`src/rtl/pixel_filter_pkg.sv`:
```
// Shared types and constants for the pixel filter control path.
package pixel_filter_pkg;

  localparam int unsigned PITCH_W   = 30;
  localparam int unsigned PITCH_MIN = 10;
  localparam int unsigned PITCH_MAX = 63;
  localparam int unsigned ACC_W     = 8;
  localparam int unsigned SEL_W     = 3;

  typedef enum logic [SEL_W-1:0] {
    FILT_GRAY     = 3'd0,
    FILT_PINK     = 3'd1,
    FILT_GRAY_ALT = 3'd2,
    FILT_PASS     = 3'd3
  } filter_mode_e;

  typedef enum logic [1:0] {
    RELEASED    = 2'd0,
    PRESS_CHK   = 2'd1,
    PRESSED     = 2'd2,
    RELEASE_CHK = 2'd3
  } deb_state_e;

endpackage

```
`src/rtl/key_debouncer.sv`:
```
// Two-flop synchronizer plus debounce FSM; emits one registered pulse per
// accepted press of an active-low key.
module key_debouncer
  import pixel_filter_pkg::*;
#(
  parameter int unsigned DEBOUNCE_CYCLES = 500000
) (
  input  logic clk,
  input  logic reset,
  input  logic key_n,
  output logic press
);

  localparam int unsigned CNT_W = (DEBOUNCE_CYCLES > 1) ? $clog2(DEBOUNCE_CYCLES) : 1;
  localparam logic [CNT_W-1:0] CNT_LAST = CNT_W'(DEBOUNCE_CYCLES - 1);

  logic [1:0]       sync;
  logic             key_lvl;
  deb_state_e       state, state_nxt;
  logic [CNT_W-1:0] cnt, cnt_nxt;
  logic             press_set_c;

  assign key_lvl = sync[1];

  // Synchronizer idles high (key released).
  always_ff @(posedge clk or posedge reset) begin
    if (reset) sync <= 2'b11;
    else       sync <= {sync[0], key_n};
  end

  always_ff @(posedge clk or posedge reset) begin
    if (reset) begin
      state <= RELEASED;
      cnt   <= '0;
      press <= 1'b0;
    end else begin
      state <= state_nxt;
      cnt   <= cnt_nxt;
      press <= press_set_c;
    end
  end

  always_comb begin
    state_nxt = state;
    cnt_nxt   = cnt;
    case (state)
      RELEASED: begin
        if (!key_lvl) begin
          state_nxt = PRESS_CHK;
          cnt_nxt   = '0;
        end
      end
      PRESS_CHK: begin
        if (key_lvl)              state_nxt = RELEASED;
        else if (cnt == CNT_LAST) state_nxt = PRESSED;
        else                      cnt_nxt   = cnt + CNT_W'(1);
      end
      PRESSED: begin
        if (key_lvl) begin
          state_nxt = RELEASE_CHK;
          cnt_nxt   = '0;
        end
      end
      RELEASE_CHK: begin
        if (!key_lvl)             state_nxt = PRESSED;
        else if (cnt == CNT_LAST) state_nxt = RELEASED;
        else                      cnt_nxt   = cnt + CNT_W'(1);
      end
      default: state_nxt = RELEASED;
    endcase
  end

  // Only the PRESS_CHK -> PRESSED transition produces a pulse.
  always_comb begin
    press_set_c = 1'b0;
    if (state == PRESS_CHK && state_nxt == PRESSED) press_set_c = 1'b1;
  end

endmodule

```
`src/rtl/filter_mode_controller.sv`:
```
// Debounced wrap-around mode select and clamped pitch, committed at frame start.
// Define FILTER_PITCH_SMOOTH_EN to enable exponential pitch smoothing.
module filter_mode_controller
  import pixel_filter_pkg::*;
#(
  parameter int unsigned DEBOUNCE_CYCLES = 500000,
  parameter int unsigned NUM_FILTERS     = 4,
  parameter int unsigned SMOOTH_SHIFT    = 2
) (
  input  logic               clk,
  input  logic               reset,
  input  logic               key_n_next,
  input  logic               key_n_prev,
  input  logic               pitch_valid,
  input  logic [PITCH_W-1:0] pitch_data,
  input  logic               frame_start,
  output logic [SEL_W-1:0]   filter_selection,
  output logic [PITCH_W-1:0] pitch_output,
  output logic               mode_changed
);

  localparam logic [SEL_W-1:0] SEL_LAST = SEL_W'(NUM_FILTERS - 1);

  if (NUM_FILTERS < 2 || NUM_FILTERS > 8) begin : g_bad_num_filters
    $error("NUM_FILTERS must be in 2..8");
  end
  if (SMOOTH_SHIFT > 7) begin : g_bad_smooth_shift
    $error("SMOOTH_SHIFT must be below 8");
  end

  logic             press_next, press_prev;
  logic [SEL_W-1:0] pending;
  logic [ACC_W-1:0] acc, clamped_c, acc_nxt_c;

  key_debouncer #(.DEBOUNCE_CYCLES(DEBOUNCE_CYCLES)) u_deb_next (
    .clk(clk), .reset(reset), .key_n(key_n_next), .press(press_next)
  );

  key_debouncer #(.DEBOUNCE_CYCLES(DEBOUNCE_CYCLES)) u_deb_prev (
    .clk(clk), .reset(reset), .key_n(key_n_prev), .press(press_prev)
  );

  // Simultaneous next/prev presses cancel each other.
  always_ff @(posedge clk or posedge reset) begin
    if (reset) begin
      pending <= SEL_W'(FILT_GRAY);
    end else if (press_next && !press_prev) begin
      pending <= (pending == SEL_LAST) ? '0 : pending + SEL_W'(1);
    end else if (press_prev && !press_next) begin
      pending <= (pending == '0) ? SEL_LAST : pending - SEL_W'(1);
    end
  end

  always_comb begin
    if (pitch_data < PITCH_W'(PITCH_MIN))      clamped_c = ACC_W'(PITCH_MIN);
    else if (pitch_data > PITCH_W'(PITCH_MAX)) clamped_c = ACC_W'(PITCH_MAX);
    else                                       clamped_c = ACC_W'(pitch_data);
  end

`ifdef FILTER_PITCH_SMOOTH_EN
  logic signed [ACC_W-1:0] diff_c, step_c, sum_c;

  // Both operands lie in [10,63], so the 8-bit signed difference never overflows.
  always_comb begin
    diff_c = $signed(clamped_c) - $signed(acc);
    step_c = diff_c >>> SMOOTH_SHIFT;
    sum_c  = $signed(acc) + step_c;
    if (sum_c < $signed(ACC_W'(PITCH_MIN)))      acc_nxt_c = ACC_W'(PITCH_MIN);
    else if (sum_c > $signed(ACC_W'(PITCH_MAX))) acc_nxt_c = ACC_W'(PITCH_MAX);
    else                                         acc_nxt_c = ACC_W'(sum_c);
  end
`else
  always_comb acc_nxt_c = clamped_c;
`endif

  always_ff @(posedge clk or posedge reset) begin
    if (reset)            acc <= ACC_W'(PITCH_MIN);
    else if (pitch_valid) acc <= acc_nxt_c;
  end

  // Commit samples pre-update pending/acc, so same-cycle updates land next frame.
  always_ff @(posedge clk or posedge reset) begin
    if (reset) begin
      filter_selection <= SEL_W'(FILT_GRAY);
      pitch_output     <= PITCH_W'(PITCH_MIN);
      mode_changed     <= 1'b0;
    end else if (frame_start) begin
      filter_selection <= pending;
      pitch_output     <= PITCH_W'(acc);
      mode_changed     <= (pending != filter_selection);
    end else begin
      mode_changed     <= 1'b0;
    end
  end

endmodule

```
`config.mk`:
```
export PLATFORM = sky130hd
export DESIGN_NAME = filter_mode_controller
export DESIGN_NICKNAME = d
export VERILOG_FILES = /design/src/rtl/pixel_filter_pkg.sv /design/src/rtl/key_debouncer.sv /design/src/rtl/filter_mode_controller.sv
export SDC_FILE = /design/constraint.sdc
export NUM_CORES = 1
export LEC_CHECK = 0
export BUFFER_PORTS_ARGS = -buffer_cell sky130_fd_sc_hd__buf_4
export CAP_MARGIN = 20
export CORE_ASPECT_RATIO = 0.9
export CORE_MARGIN = 10
export CORE_UTILIZATION = 50
export CTS_CLUSTER_SIZE = 8
export DETAILED_ROUTE_END_ITERATION = 12
export GPL_TIMING_DRIVEN = 0
export MAX_ROUTING_LAYER = met4
export PLACE_DENSITY_LB_ADDON = 0.12
export SETUP_SLACK_MARGIN = 0.02
export SYNTH_ARGS = -nofsm -noshare
export SYNTH_HDL_FRONTEND = slang
export SYNTH_HIERARCHICAL = 1
export SYNTH_SLANG_ARGS = --single-unit
export TNS_END_PERCENT = 100
```
`constraint.sdc`:
```
create_clock -name clk -period 2.3 [get_ports clk]
set_clock_uncertainty 0.05 [all_clocks]
set_input_delay 0.46 -clock clk [delete_from_list [all_inputs] [get_ports clk]]
set_output_delay 0.46 -clock clk [all_outputs]
set_load 0.02 [all_outputs]
```
# --- After elaboration in Yosys (flattened, before gate mapping) ---
# Cells that the tools add are included.
classes:
  add_sub_neg: 4
  order_cmp: 2
  n_eq_ne: 20
  mux: 35
  reduce_logical: 12
op_table:
  columns: ["op", "count"]
  rows:
  - ["$mux 19", 10]
  - ["$pmux 19 s4", 2]
  - ["$add 19x1->19 const B", 2]
  - ["$eq 19x19->1 const B", 2]
  - ["$gt 30x6->1 const B", 1]
  - ["$lt 30x4->1 const B", 1]
  - ["$mux 2", 12]
  - ["$mux 8", 2]
  - ["$pmux 2 s4", 2]
  - ["$eq 2x2->1 const B", 6]
  - ["$mux 3", 4]
  - ["$ne 2x1->1 const B", 4]
  - ["$ne 2x2->1 const B", 4]
  - ["$reduce_and 4->1", 2]
  - ["$eq 2x1->1 const B", 2]
  - ["$logic_and 1x1->1", 4]
  - ["$logic_not 2->1", 2]
  - ["$add 3x1->3 const B", 1]
  - ["$eq 3x2->1 const B", 1]
  - ["$logic_not 3->1", 1]
  - ["$mux 1", 3]
  - ["$ne 3x3->1", 1]
  - ["$sub 3x1->3 const B", 1]
  - ["$logic_not 1->1", 2]
  - ["$reduce_bool 2->1", 1]
totals:
  ff_bits: 71
  input_bits: 36
  output_inout_bits: 34

# --- Logic depth before layout (Yosys ltp) ---
# Gate-level depths: netlist of the first run.
logic_depth:
  word_depth: 7
  ltp_mapped: 6

# --- Hierarchy ---
# Netlist of the first run, hierarchy kept.
modules_own_cells:
  columns: ["module", "instances", "cells_per_inst", "area_per_inst_um2", "seq_area_each_um2"]
  rows:
  - ["key_debouncer", 2, 126, 1247.4, 603.1]
  - ["filter_mode_controller", 1, 117, 1291.2, 580.6]

# --- Least setup slack after synthesis of the first run ---
# Ideal clock, no wire load.
synth_timing:
  kind: "flip-flop to flip-flop"
  start: "register u_deb_next.cnt[5]"
  end: "register u_deb_next.cnt[0]"
  setup_ns: 0.125
  t_arrival_ns: 2.075
  slack_ns: 0.050
  path_stages_with_launch: 6
  n_path_buf: 1
  cell_sequence: "dfrtp_1 > or4_1 > or4_1 > buf_6 > o21ai_4 > mux2_4"
synth_via:
  elab_chain_cells: 4
  elab_cells_between_ends: 5
  classes_between: "eq/ne (1); mux (4)"
synth_lines:
  columns: ["element", "line_no", "source"]
  rows:
  - ["start: declaration", "key_debouncer.sv:20", "logic [CNT_W-1:0] cnt, cnt_nxt;"]
  - ["start signal: assignment", "key_debouncer.sv:38", "cnt <= cnt_nxt;"]
  - ["$eq 19x19->1 *", "key_debouncer.sv:55, key_debouncer.sv:66", null]
  - ["$mux 19 *", null, null]
  - ["$mux 19, on equally long branches", null, null]
  - ["$pmux 19 s4 *", null, null]
# Every way passes the cells marked *; elsewhere a longest branch is shown, timed or not. The select of a mux whose other input is x is not followed.
# A chain may end at the register's enable or synchronous reset.

# --- Worst setup path in the final report of the first run ---
# Same ends and word-level chain as after synthesis.

==> results of run 1 <==
## final cells by class
cell class              instances  area (sq um)
fillers                       655          2895
plain buffers                  32         211.5
inverters                      21         78.83
well taps                      96         120.1
clock buffers                  11         151.4
clock inverters                 5         32.53
repair buffers                 54         405.4
flip-flops and latches         71          1790
multi-input cells             265          1784
## cell usage after synthesis (3+ instances only)
master / n
o211ai_1: 4
nand4_1: 10
inv_1: 21
o21ai_0: 22
a21oi_1: 26
nor2b_1: 3
buf_4: 22
xor2_1: 6
or4_1: 16
and4_1: 5
a41oi_1: 4
ha_1: 7
nor4_1: 8
and3_1: 3
dfrtp_1: 63
clkbuf_1: 7
o221ai_1: 4
nand2_1: 20
o2bb2ai_1: 4
o31ai_1: 10
nor2_1: 15
a21o_1: 4
nand3_1: 18
dfstp_2: 8
or3_1: 10
mux2_2: 11
## where the power goes
part,internal [mW],switching (mW)
logic,0.121,0.142
clock network,0.446,0.461
registers,1.28,0.0364
## per-layer routing
metal / routed length [um] / up-vias
li1: - / 1513
met2: 3961 / 74
met4: 64 / 0
met3: 460 / 11
met5: 0 / -
met1: 3967 / 1459
## layout by cell type (no fill, tap or decap), types with 3 or more instances in the layout
| cell | netlist | routed |
|---|---|---|
| ha_1 | 7 | 7 |
| o21ai_0 | 22 | 22 |
| or4_1 | 16 | 14 |
| conb_1 | 1 | 22 |
| clkbuf_1 | 7 | 7 |
| nor4_1 | 8 | 8 |
| clkbuf_8 | 0 | 11 |
| nor2b_1 | 3 | 3 |
| dfrtp_2 | 0 | 3 |
| xor2_1 | 6 | 6 |
| o31ai_1 | 10 | 10 |
| and3_1 | 3 | 3 |
| dfstp_2 | 8 | 8 |
| o221ai_1 | 4 | 4 |
| o2bb2ai_1 | 4 | 4 |
| a21o_1 | 4 | 4 |
| dfrtp_1 | 63 | 60 |
| inv_1 | 21 | 21 |
| and4_1 | 5 | 5 |
| a41oi_1 | 4 | 4 |
| nand3_1 | 18 | 18 |
| or4_4 | 2 | 4 |
| o211ai_1 | 4 | 4 |
| nor2_1 | 15 | 15 |
| nand2_1 | 20 | 20 |
| buf_4 | 22 | 76 |
| or3_1 | 10 | 10 |
| clkinvlp_4 | 0 | 3 |
| a21oi_1 | 26 | 26 |
| mux2_2 | 11 | 11 |
| nand4_1 | 10 | 10 |
## per-stage QoR
step	worst slack [ps]	power, mW	cell area, sq um
floorplan	50.05	1.509	3865
global placement	-101.9	1.590	4338
detailed placement	-103.5	1.599	4338
CTS	21.08	2.524	4558
global route	-22.10	2.621	4574
finish	25.24	2.487	4574
## worst max path at each step
| stage | cells after the start | endpoint | slack, ps | startpoint |
|---|---|---|---|---|
| floorplan | 5 | u_deb_next/cnt[0] | 50 | u_deb_next/cnt[5] |
| global placement | 5 | u_deb_next/cnt[0] | -100 | u_deb_next/cnt[5] |
| detailed placement | 5 | u_deb_next/cnt[0] | -100 | u_deb_next/cnt[5] |
| CTS | 5 | u_deb_next/cnt[0] | 20 | u_deb_next/cnt[10] |
| global route | 5 | u_deb_next/cnt[0] | -20 | u_deb_next/cnt[9] |
| finish | 5 | u_deb_next/cnt[0] | 30 | u_deb_next/cnt[5] |
## state kept, by name (all words and copies together), names as in the netlist
register	cells
u_deb_next/sync	2
u_deb_next/state	2
u_deb_prev/state	2
filter_selection	3
u_deb_prev/cnt	19
u_deb_next/cnt	19
u_deb_next/press	1
u_deb_prev/sync	2
pending	3
mode_changed	1
pitch_output	8
acc	8
u_deb_prev/press	1
## timing repair
item	4_1_cts	5_1_grt
pin swaps	2	2
setup endpoints to repair	2	8
resized for setup	3	2
setup buffers	4	3
## cells by family after synthesis
kind of cell | Yosys count | synth area share, %
other cells | 1 | 0.09905
mux | 15 | 4.594
buf+inv | 54 | 7.964
xor+xnor | 8 | 2.247
flops | 71 | 47.19
simple gates | 123 | 19.50
fa+ha+maj | 7 | 2.313
compound gates | 90 | 16.09
==> key figures, run 1 <==
Clock tree
  • Total number of H-tree levels: 3
  • Clock buffers created by TritonCTS: 9
  • Clock tree buffer depth: 2
  • Number of sinks handled by clock tree synthesis: 71
  • TritonCTS clock tree: yes
  • Insertion delay to the later sink of the worst-skew pair: 340 ps
  • Cell at the root of the clock tree: clkbuf_8
  • Clock-pin slew reported for the worst setup and hold paths after clock tree synthesis: 70 ps
  • CTS Hold Buffers Added: 0

Pwr
  • Static Leak: 2.062 nW
  • Total power divided by cell area: 543.6 nW/um^2
  • IR drop worst, VDD: roughly 380 uV

Layout
  • Count of placed standard cells in the final layout, fillers left out: 555
  • Number of nets in the finished design: roughly 500
  • Number of antenna repair diodes: 0
  • Share of layout cells above drive strength 1: 29.19%
  • Layout-stage area growth over the synthesis result: 20.82%
  • Utilization after layout: 61.24%

Detailed routing
  • DR vias: 3057
  • Overall routed net length: 8.453 mm
  • Detail-routed net length per standard cell: 15.23 um
  • Number of DRC markers in iteration 0: 132
  • Number of antenna-violating nets in the routed design: 0
  • Detailed Routing Iterations Pass 1: 4
  • Vias per Instance: between 5 and 6
  • # DRC: 0

Setup path
  • Number of buffers and inverters on the critical path: 1
  • Critical Path Sink Type: register
  • Largest fanout on the critical path: 7
  • Critical Path Start Type: register
  • Critical Setup Path Class: register to register
  • R2R setup slack: roughly 25 ps
  • Delay-heaviest family, CP: simple AND/OR/NAND/NOR gates
  • CP max-delay cell: or4_4
  • Worst Path Arrival: 2460 ps
  • Critical R2R Capture: u_deb_next/cnt[0]
  • Cell depth of the worst flop-to-flop path: 5
  • Cell-by-cell listing of the critical path: or4_1 > or4_4 > buf_6 > o21ai_4 > mux2_4
  • Beginning of the worst register-to-register path: u_deb_next/cnt[5]
  • Delay of the slowest cell on the worst path: between 500 and 600 ps
  • Endpoint required time on the critical path: 2480 ps

Logic synthesis
  • Mean instance size in the synthesized netlist: 10.26 sq um
  • Seq cells post-synth: slightly above 70
  • Synth Warn #: 6
  • Sequential cell area fraction in the yosys report: 47.19%
  • Area share of the leading cell type in the synthesized netlist: between 40% and 50%
  • Largest area contributor in the netlist: dfrtp_1
  • Primary FF master, synth: dfrtp_1
  • Post-synthesis cell type count: 48
  • Area contributors post-synth: dfrtp_1, dfstp_2, buf_4
  • Synthesized instance count: 369
  • Post-synth ARST share: 100.0%
  • Cell area after synthesis: 3786 sq um
  • Number of enable-type register cells in the synthesized netlist: 0

Place
  • Post-detailed-placement half-perimeter wirelength: 6.151 mm
  • Number of placed instances with taps included: around 530
  • Placer Congestion: 0.7946
  • Port Buffer Count: 47

GRT
  • First-pass GRT wire length: 14.55 mm
  • Aggregate global-route resource usage: 15.67%
  • Remaining Overflow, GRT: 0
  • Most Crowded Layer GR: met2
  • Pin count of the biggest net entering global routing: 25
  • Met3 track demand over resource in global routing: 4.828%
  • Met2 GRT Util: 23.14%
  • Antenna violations before repair: 0
  • Vias in the first global route: a little over 3000
  • Met1 Resource Use GR: between 20% and 30%

Min path
  • Capture endpoint of the worst hold path: u_deb_prev/sync[0]
  • Depth of the worst hold-timing path: 1
  • Hold WC Path Type: input port to register
  • Critical hold path startpoint: key_n_prev

Die
  • Area of the die: 11460 sq um
  • Placeable core region: around 7500 sq um
  • Die X: 111.7 um
  • Vert. Die Dim: 102.6 um
  • I/O pin cnt: 70
  • Std cell rows: 30
  • Starting Density: 50.69%

Timing
  • Rel. slew slack: 38.62%
  • Ratio of final minimum period to clock period: 98.90%
  • Unrepaired setup endpoints after global routing: yes
  • Minimum period implied by the final worst setup slack: roughly 2300 ps
  • Peak Freq: approximately 440 MHz
  • Number of pins exceeding their max-slew limit in the final report: 0
  • Total Negative Setup Slacks: 0 ps
  • Final Hold Vio Count: 0
  • Actual slew at the worst max-slew pin: 919.7 ps
  • Hold Slack: 167.8 ps
  • Count of endpoints failing setup in the final report: 0

Run status
  • Status: complete, no violations

Job
  • Max-cap check violation count: 0
No activity file was read; power rests on OpenSTA's default activity.
==> inputs of run 2 (changes only) <==
--- a/config.mk
+++ b/config.mk
@@ -9,7 +9,7 @@
 export CAP_MARGIN = 20
 export CORE_ASPECT_RATIO = 0.9
 export CORE_MARGIN = 10
-export CORE_UTILIZATION = 50
+export CORE_UTILIZATION = 60
 export CTS_CLUSTER_SIZE = 8
 export DETAILED_ROUTE_END_ITERATION = 12
 export GPL_TIMING_DRIVEN = 0
==> constraint.sdc (replaced) <==
create_clock -name clk -period 2.9 [get_ports clk]
set_clock_uncertainty 0.05 [all_clocks]
set_input_delay 0.58 -clock clk [delete_from_list [all_inputs] [get_ports clk]]
set_output_delay 0.58 -clock clk [all_outputs]
set_load 0.02 [all_outputs]
==> run 2 against run 1 <==
Against the previous run:
- critical path depth unchanged
- die area down 14%
- sequential cell count unchanged
- setup slack better by 440 ps
- sequential power down 21%
- critical path type unchanged
- critical endpoint is now u_deb_prev/cnt[0]
- largest cell class unchanged
- largest power group unchanged
==> key figures, run 2 (synthesis gave the netlist of run 1 again) <==
Die
  • Placeable core region: 6115 sq um (-18%)
  • Starting Density: 61.92% (+11 points)
  • I/O pin cnt: 70 (unchanged)
  • Area of the die: 9892 sq um (-14%)
  • Die X: 103.7 um (-7.2%)
  • Vert. Die Dim: 95.36 um (-7.0%)
  • Std cell rows: 27 (-10%)

GRT
  • Antenna violations before repair: 0 (unchanged)
  • Pin count of the biggest net entering global routing: 25 (unchanged)
  • Aggregate global-route resource usage: 17.61% (+1.9 points)
  • First-pass GRT wire length: 13.89 mm (-4.5%)
  • Vias in the first global route: 2872 (-5.9%)
  • Remaining Overflow, GRT: 0 (unchanged)

Timing
  • Total Negative Setup Slacks: 0 ps (unchanged)
  • Ratio of final minimum period to clock period: 83.90% (-15 points)
  • Actual slew at the worst max-slew pin: 898.9 ps (-20.76 ps)
  • Minimum period implied by the final worst setup slack: 2433 ps (+158.4 ps)
  • Hold Slack: 295.6 ps (+127.8 ps)
  • Rel. slew slack: 40.01% (+1.4 points)
  • Count of endpoints failing setup in the final report: 0 (unchanged)
  • Peak Freq: 411.0 MHz (-6.5%)
  • Final Hold Vio Count: 0 (unchanged)
  • Unrepaired setup endpoints after global routing: no
  • Number of pins exceeding their max-slew limit in the final report: 0 (unchanged)

Detailed routing
  • Met3 wire len: 506 um (+10%)
  • Number of DRC markers in iteration 0: 204 (+55%)
  • Overall routed net length: 8.203 mm (-3.0%)
  • Vias per Instance: 5.696 (+3.4%)
  • Number of antenna-violating nets in the routed design: 0 (unchanged)
  • Detailed Routing Iterations Pass 1: 6 (+2)
  • DR vias: 3076 (+0.62%)
  • WL met1: 3.745 mm (-5.6%)
  • Detail-routed net length per standard cell: 15.19 um (-0.26%)
  • Top metal layer carrying routed signals: met4
  • # DRC: 0 (unchanged)
  • Detailed route wirelength on metal2: 3.876 mm (-2.1%)

Setup path
  • Worst Path Arrival: 2610 ps (+150 ps)
  • Cell-by-cell listing of the critical path: or4_1 > or4_1 > buf_6 > o21ai_4 > mux2_4
  • Critical Path Start Type: register
  • Number of buffers and inverters on the critical path: 1 (unchanged)
  • Critical Path Sink Type: register
  • CP max-delay cell: or4_1
  • Endpoint required time on the critical path: 3080 ps (+600 ps)
  • Delay of the slowest cell on the worst path: 580 ps (+20 ps)
  • Critical Setup Path Class: register to register
  • Cell occurring most often along the worst timing path: or4_1
  • Delay-heaviest family, CP: simple AND/OR/NAND/NOR gates
  • Largest fanout on the critical path: 8 (+1)

Layout
  • Commonest cells after routing, fill and taps aside: buf_4, dfrtp_1, a21oi_1
  • Commonest non-fill, non-tap cell in the layout: buf_4
  • Number of nets in the finished design: 491 (-1.2%)
  • Layout Cell Area excl Fill: 4522 sq um (-1.1%)
  • Number of antenna repair diodes: 0 (unchanged)
  • Registers with the most flip-flops: u_deb_next/cnt: 19 flops, u_deb_prev/cnt: 19 flops
  • Layout-stage area growth over the synthesis result: 19.43%
  • Share of layout cells above drive strength 1: 26.93% (-2.3 points)

Clock tree
  • Post-CTS Repair Setup Buffers: 0 (-4)
  • Resize count post-CTS: 0 (-3)
  • Total number of H-tree levels: 3 (unchanged)
  • Insertion delay to the later sink of the worst-skew pair: 340 ps (about the same)
  • Clock buffers created by TritonCTS: 9 (unchanged)
  • TritonCTS clock tree: yes
  • Number of sinks handled by clock tree synthesis: 71 (unchanged)
  • Cell at the root of the clock tree: clkbuf_8
  • Clock tree buffer depth: 2 (unchanged)
  • CTS Hold Buffers Added: 0 (unchanged)
  • Clock-pin slew reported for the worst setup and hold paths after clock tree synthesis: 70 ps (about the same)

Pwr
  • Total power divided by cell area: 443.4 nW/um^2 (-18%)
  • IR drop worst, VDD: 338.6 uV (-10%)
  • Static Leak: 2.044 nW (-0.87%)

Min path
  • Hold WC Path Type: input port to register

Place
  • Post-detailed-placement half-perimeter wirelength: 6.083 mm (-1.1%)
  • Post-placement cell area: 4327 sq um (-0.26%)
  • Placer Congestion: 0.8358 (+5.2%)
  • Port Buffer Count: 47 (unchanged)

Job
  • Max-cap check violation count: 0 (unchanged)

Run status
  • Status: complete, no violations
==> run 2: stage by stage <==
stage / setup WS (ps) / power (mW) / std cells / utilization (%)
2_1_floorplan: 650.0 / 1.197 / 390 / -
3_3_place_gp: 519.1 / 1.260 / 524 / 70.76
3_5_place_dp: 493.1 / 1.267 / 524 / 70.76
4_1_cts: 470.9 / 2.030 / 540 / 73.95
5_1_grt: 396.4 / 2.097 / 540 / 73.95
6_report: 466.8 / 2.005 / 540 / 73.95
==> run 2: power breakdown <==
| part | total, mW | switching, mW | internal [mW] |
|---|---|---|---|
| registers | 1.04 | 0.0278 | 1.02 |
| logic | 0.207 | 0.113 | 0.0944 |
| clock network | 0.754 | 0.351 | 0.403 |
==> run 2: worst reg2reg max path, delay by kind of cell, from the launching register on <==
family | cells | cell delay (ps)
AND/OR/NAND/NOR | 2 | 1110
multiplexers | 1 | 330
flip-flops | 1 | 460
AO/OA/AOI/OAI | 1 | 220
buffers and inverters | 1 | 170
==> run 2: worst paths after layout <==
kind	from	endpoint	slack, ps	depth (start not counted)
setup / recovery	u_deb_prev/cnt[5]	u_deb_prev/cnt[0]	470	5
hold / removal	key_n_prev	u_deb_prev/sync[0]	300	1
setup reg to reg	u_deb_prev/cnt[5]	u_deb_prev/cnt[0]	470	5
hold reg to reg	u_deb_next/sync[0]	u_deb_next/sync[1]	310	0
max in group asynchronous	reset	u_deb_prev/cnt[2]	1840	2
min in group asynchronous	reset	pitch_output[7]	370	2
==> run 2: per-layer routing <==
layer / global-route usage, % / up-vias
met2: 26.58 / 109
li1: - / 1503
met3: 5.394 / 8
met4: 5.903 / 0
met5: - / -
met1: 22.23 / 1456
==> run 2: cell type report <==
type                    instances  area [sq um]
clock inverters                 2         12.51
multi-input cells             265          1777
repair buffers                 47         352.8
inverters                      21         78.83
well taps                      87         108.9
flip-flops and latches         71          1787
fillers                       443          1593
plain buffers                  33         222.7
clock buffers                  14         182.7
==> inputs of run 3 (changes only) <==
--- a/config.mk
+++ b/config.mk
@@ -9,7 +9,7 @@
 export CAP_MARGIN = 20
 export CORE_ASPECT_RATIO = 0.9
 export CORE_MARGIN = 10
-export CORE_UTILIZATION = 60
+export CORE_UTILIZATION = 56
 export CTS_CLUSTER_SIZE = 8
 export DETAILED_ROUTE_END_ITERATION = 12
 export GPL_TIMING_DRIVEN = 0
==> constraint.sdc (replaced) <==
create_clock -name clk -period 2.34 [get_ports clk]
set_clock_uncertainty 0.05 [all_clocks]
set_input_delay 0.468 -clock clk [delete_from_list [all_inputs] [get_ports clk]]
set_output_delay 0.468 -clock clk [all_outputs]
set_load 0.02 [all_outputs]
==> run 3 against run 2 <==
Against the previous run:
- via count decreased by 0.78%
- cell area increased by 0.47%
- non-clock buffer count increased by 4
- count of clock-buffer cells in the layout decreased by 4
- fmax increased by 5.5%
- total power increased by 20%
- sequential power increased by 24%
- clock power increased by 13%
- cell count increased by 1.3%
- sequential cell count unchanged
- critical path type unchanged
- critical endpoint unchanged
==> key figures, run 3 (synthesis gave the netlist of run 1 again) <==
Clock tree
  • Clock tree buffer depth: 2 (unchanged)
  • CTS Hold Buffers Added: 0 (unchanged)
  • Total number of H-tree levels: 3 (unchanged)
  • Cell at the root of the clock tree: clkbuf_8
  • TritonCTS clock tree: yes
  • Clock-pin slew reported for the worst setup and hold paths after clock tree synthesis: 70 ps (about the same)
  • Insertion delay to the later sink of the worst-skew pair: 350 ps (about the same)
  • Clock buffers created by TritonCTS: 9 (unchanged)
  • Number of sinks handled by clock tree synthesis: 71 (unchanged)

Pwr
  • Total power divided by cell area: 527.8 nW/um^2 (+19%)
  • Net switching power of the design: 0.6332 mW (+29%)
  • IR drop worst, VDD: 498.6 uV (+47%)
  • Sequential power share: 53.9% (+1.8 points)
  • Share of total power consumed by net switching: 26.41% (+1.9 points)
  • Fraction of power consumed by combinational cells: 10.7% (+0.4 points)
  • Int Power: 1.765 mW (+17%)
  • Part of the power in the clock network: 35.4% (-2.2 points)
  • Static Leak: 2.045 nW (about the same)

Place
  • Post-detailed-placement half-perimeter wirelength: 5.822 mm (-4.3%)
  • Placer Congestion: 0.8477 (+1.4%)
  • Port Buffer Count: 47 (unchanged)

Timing
  • Count of endpoints failing setup in the final report: 0 (unchanged)
  • Minimum period implied by the final worst setup slack: 2305 ps (-127.9 ps)
  • Hold Slack: 176.5 ps (-119.0 ps)
  • Total Negative Setup Slacks: 0 ps (unchanged)
  • Peak Freq: 433.8 MHz (+5.5%)
  • Ratio of final minimum period to clock period: 98.52% (+15 points)
  • Number of pins exceeding their max-slew limit in the final report: 0 (unchanged)
  • Unrepaired setup endpoints after global routing: yes
  • Actual slew at the worst max-slew pin: 931.7 ps (+32.78 ps)
  • Rel. slew slack: 37.82% (-2.2 points)
  • Final Hold Vio Count: 0 (unchanged)

Die
  • Area of the die: 10450 sq um (+5.7%)
  • Starting Density: 57.48% (-4.4 points)
  • Die X: 106.7 um (+2.8%)
  • I/O pin cnt: 70 (unchanged)
  • Placeable core region: 6586 sq um (+7.7%)
  • Std cell rows: 28 (+3.7%)
  • Vert. Die Dim: 98.01 um (+2.8%)

Detailed routing
  • Vias per Instance: 5.580 (-2.0%)
  • Overall routed net length: 8.033 mm (-2.1%)
  • Number of DRC markers in iteration 0: 131 (-36%)
  • DR vias: 3052 (-0.78%)
  • Detailed Routing Iterations Pass 1: 4 (-2)
  • # DRC: 0 (unchanged)
  • Number of antenna-violating nets in the routed design: 0 (unchanged)
  • Detail-routed net length per standard cell: 14.69 um (-3.3%)

GRT
  • Aggregate global-route resource usage: 15.99% (-1.6 points)
  • Pin count of the biggest net entering global routing: 25 (unchanged)
  • First-pass GRT wire length: 13.62 mm (-1.9%)
  • Remaining Overflow, GRT: 0 (unchanged)
  • Antenna violations before repair: 0 (unchanged)
  • Vias in the first global route: 2831 (-1.4%)

Setup path
  • Critical Path Start Type: register
  • Critical Path Sink Type: register
  • Largest fanout on the critical path: 7 (-1)
  • Delay of the slowest cell on the worst path: 560 ps (-20 ps)
  • Endpoint required time on the critical path: 2520 ps (-560 ps)
  • Critical Setup Path Class: register to register
  • Worst Path Arrival: 2490 ps (-120 ps)
  • CP max-delay cell: or4_4
  • Cell-by-cell listing of the critical path: or4_1 > or4_4 > buf_6 > o21ai_4 > mux2_4

Run status
  • Status: complete, no violations

Min path
  • Hold WC Path Type: input port to register

Layout
  • Commonest non-fill, non-tap cell in the layout: buf_4
  • Share of layout cells above drive strength 1: 28.45% (+1.5 points)
  • Commonest cells after routing, fill and taps aside: buf_4, dfrtp_1, a21oi_1
  • Number of nets in the finished design: 495 (+0.81%)
  • Registers with the most flip-flops: u_deb_next/cnt: 19 flops, u_deb_prev/cnt: 19 flops
  • Number of antenna repair diodes: 0 (unchanged)
  • Layout-stage area growth over the synthesis result: 19.99%
  • Utilization after layout: 68.98% (-5.0 points)

Job
  • Max-cap check violation count: 0 (unchanged)
[run 3: routing by layer]
| metal | up-vias | share of wire [%] | global-route usage (%) |
|---|---|---|---|
| met5 | - | 0 | - |
| met4 | 0 | 1.0 | 4.891 |
| met3 | 7 | 6.0 | 5.322 |
| met2 | 80 | 45 | 22.53 |
| met1 | 1462 | 48 | 21.23 |
| li1 | 1503 | - | - |
[run 3: repair_timing]
item                                    CTS  global route
buffers inserted                          3             1
gates cloned                              0             0
endpoints found under the setup margin    2             4
resized for setup                         3             1
pin swaps                                 2             1
[run 3: final cells by class]
| cell class | instances | area (sq um) |
|---|---|---|
| clock inverters | 6 | 45.04 |
| multi-input cells | 265 | 1784 |
| fillers | 521 | 2043 |
| clock buffers | 10 | 127.6 |
| repair buffers | 51 | 382.9 |
| well taps | 90 | 112.6 |
| flip-flops and latches | 71 | 1789 |
| inverters | 21 | 78.83 |
| plain buffers | 33 | 222.7 |
[run 3: final timing paths]
check,startpoint,to,slack [ps],cells after the start
max in group asynchronous,reset,u_deb_next/cnt[5],1300,2
max reg2reg,u_deb_prev/cnt[5],u_deb_prev/cnt[0],30,5
max,u_deb_prev/cnt[5],u_deb_prev/cnt[0],30,5
min,key_n_prev,u_deb_prev/sync[0],180,1
min in group asynchronous,reset,filter_selection[0],250,2
min reg2reg,u_deb_prev/sync[0],u_deb_prev/sync[1],310,0
[run 3: stage by stage]
| stage | setup WS [ps] | cells | area [sq um] | total power [mW] |
|---|---|---|---|---|
| floorplan | 90.05 | 390 | 3865 | 1.483 |
| global placement | -65.78 | 527 | 4330 | 1.562 |
| detailed placement | -51.57 | 527 | 4330 | 1.566 |
| CTS | 20.39 | 546 | 4532 | 2.431 |
| global route | -0.1041 | 547 | 4543 | 2.513 |
| finish | 34.73 | 547 | 4543 | 2.398 |
[run 3: critical path, delay by kind of cell, from the launching register on]
family / cells / cell delay (ps)
simple gates: 2 / 1080
flops: 1 / 440
mux: 1 / 310
compound gates: 1 / 160
buf+inv: 1 / 150
[run 3: power groups by stage]
stage               Combinational [mW]  Sequential (mW)  Clock (mW)
floorplan                        0.176             1.31           0
global placement                 0.249             1.31           0
detailed placement               0.251             1.31           0
CTS                              0.256             1.29       0.884
global route                     0.287             1.30       0.929
finish                           0.256             1.29       0.850
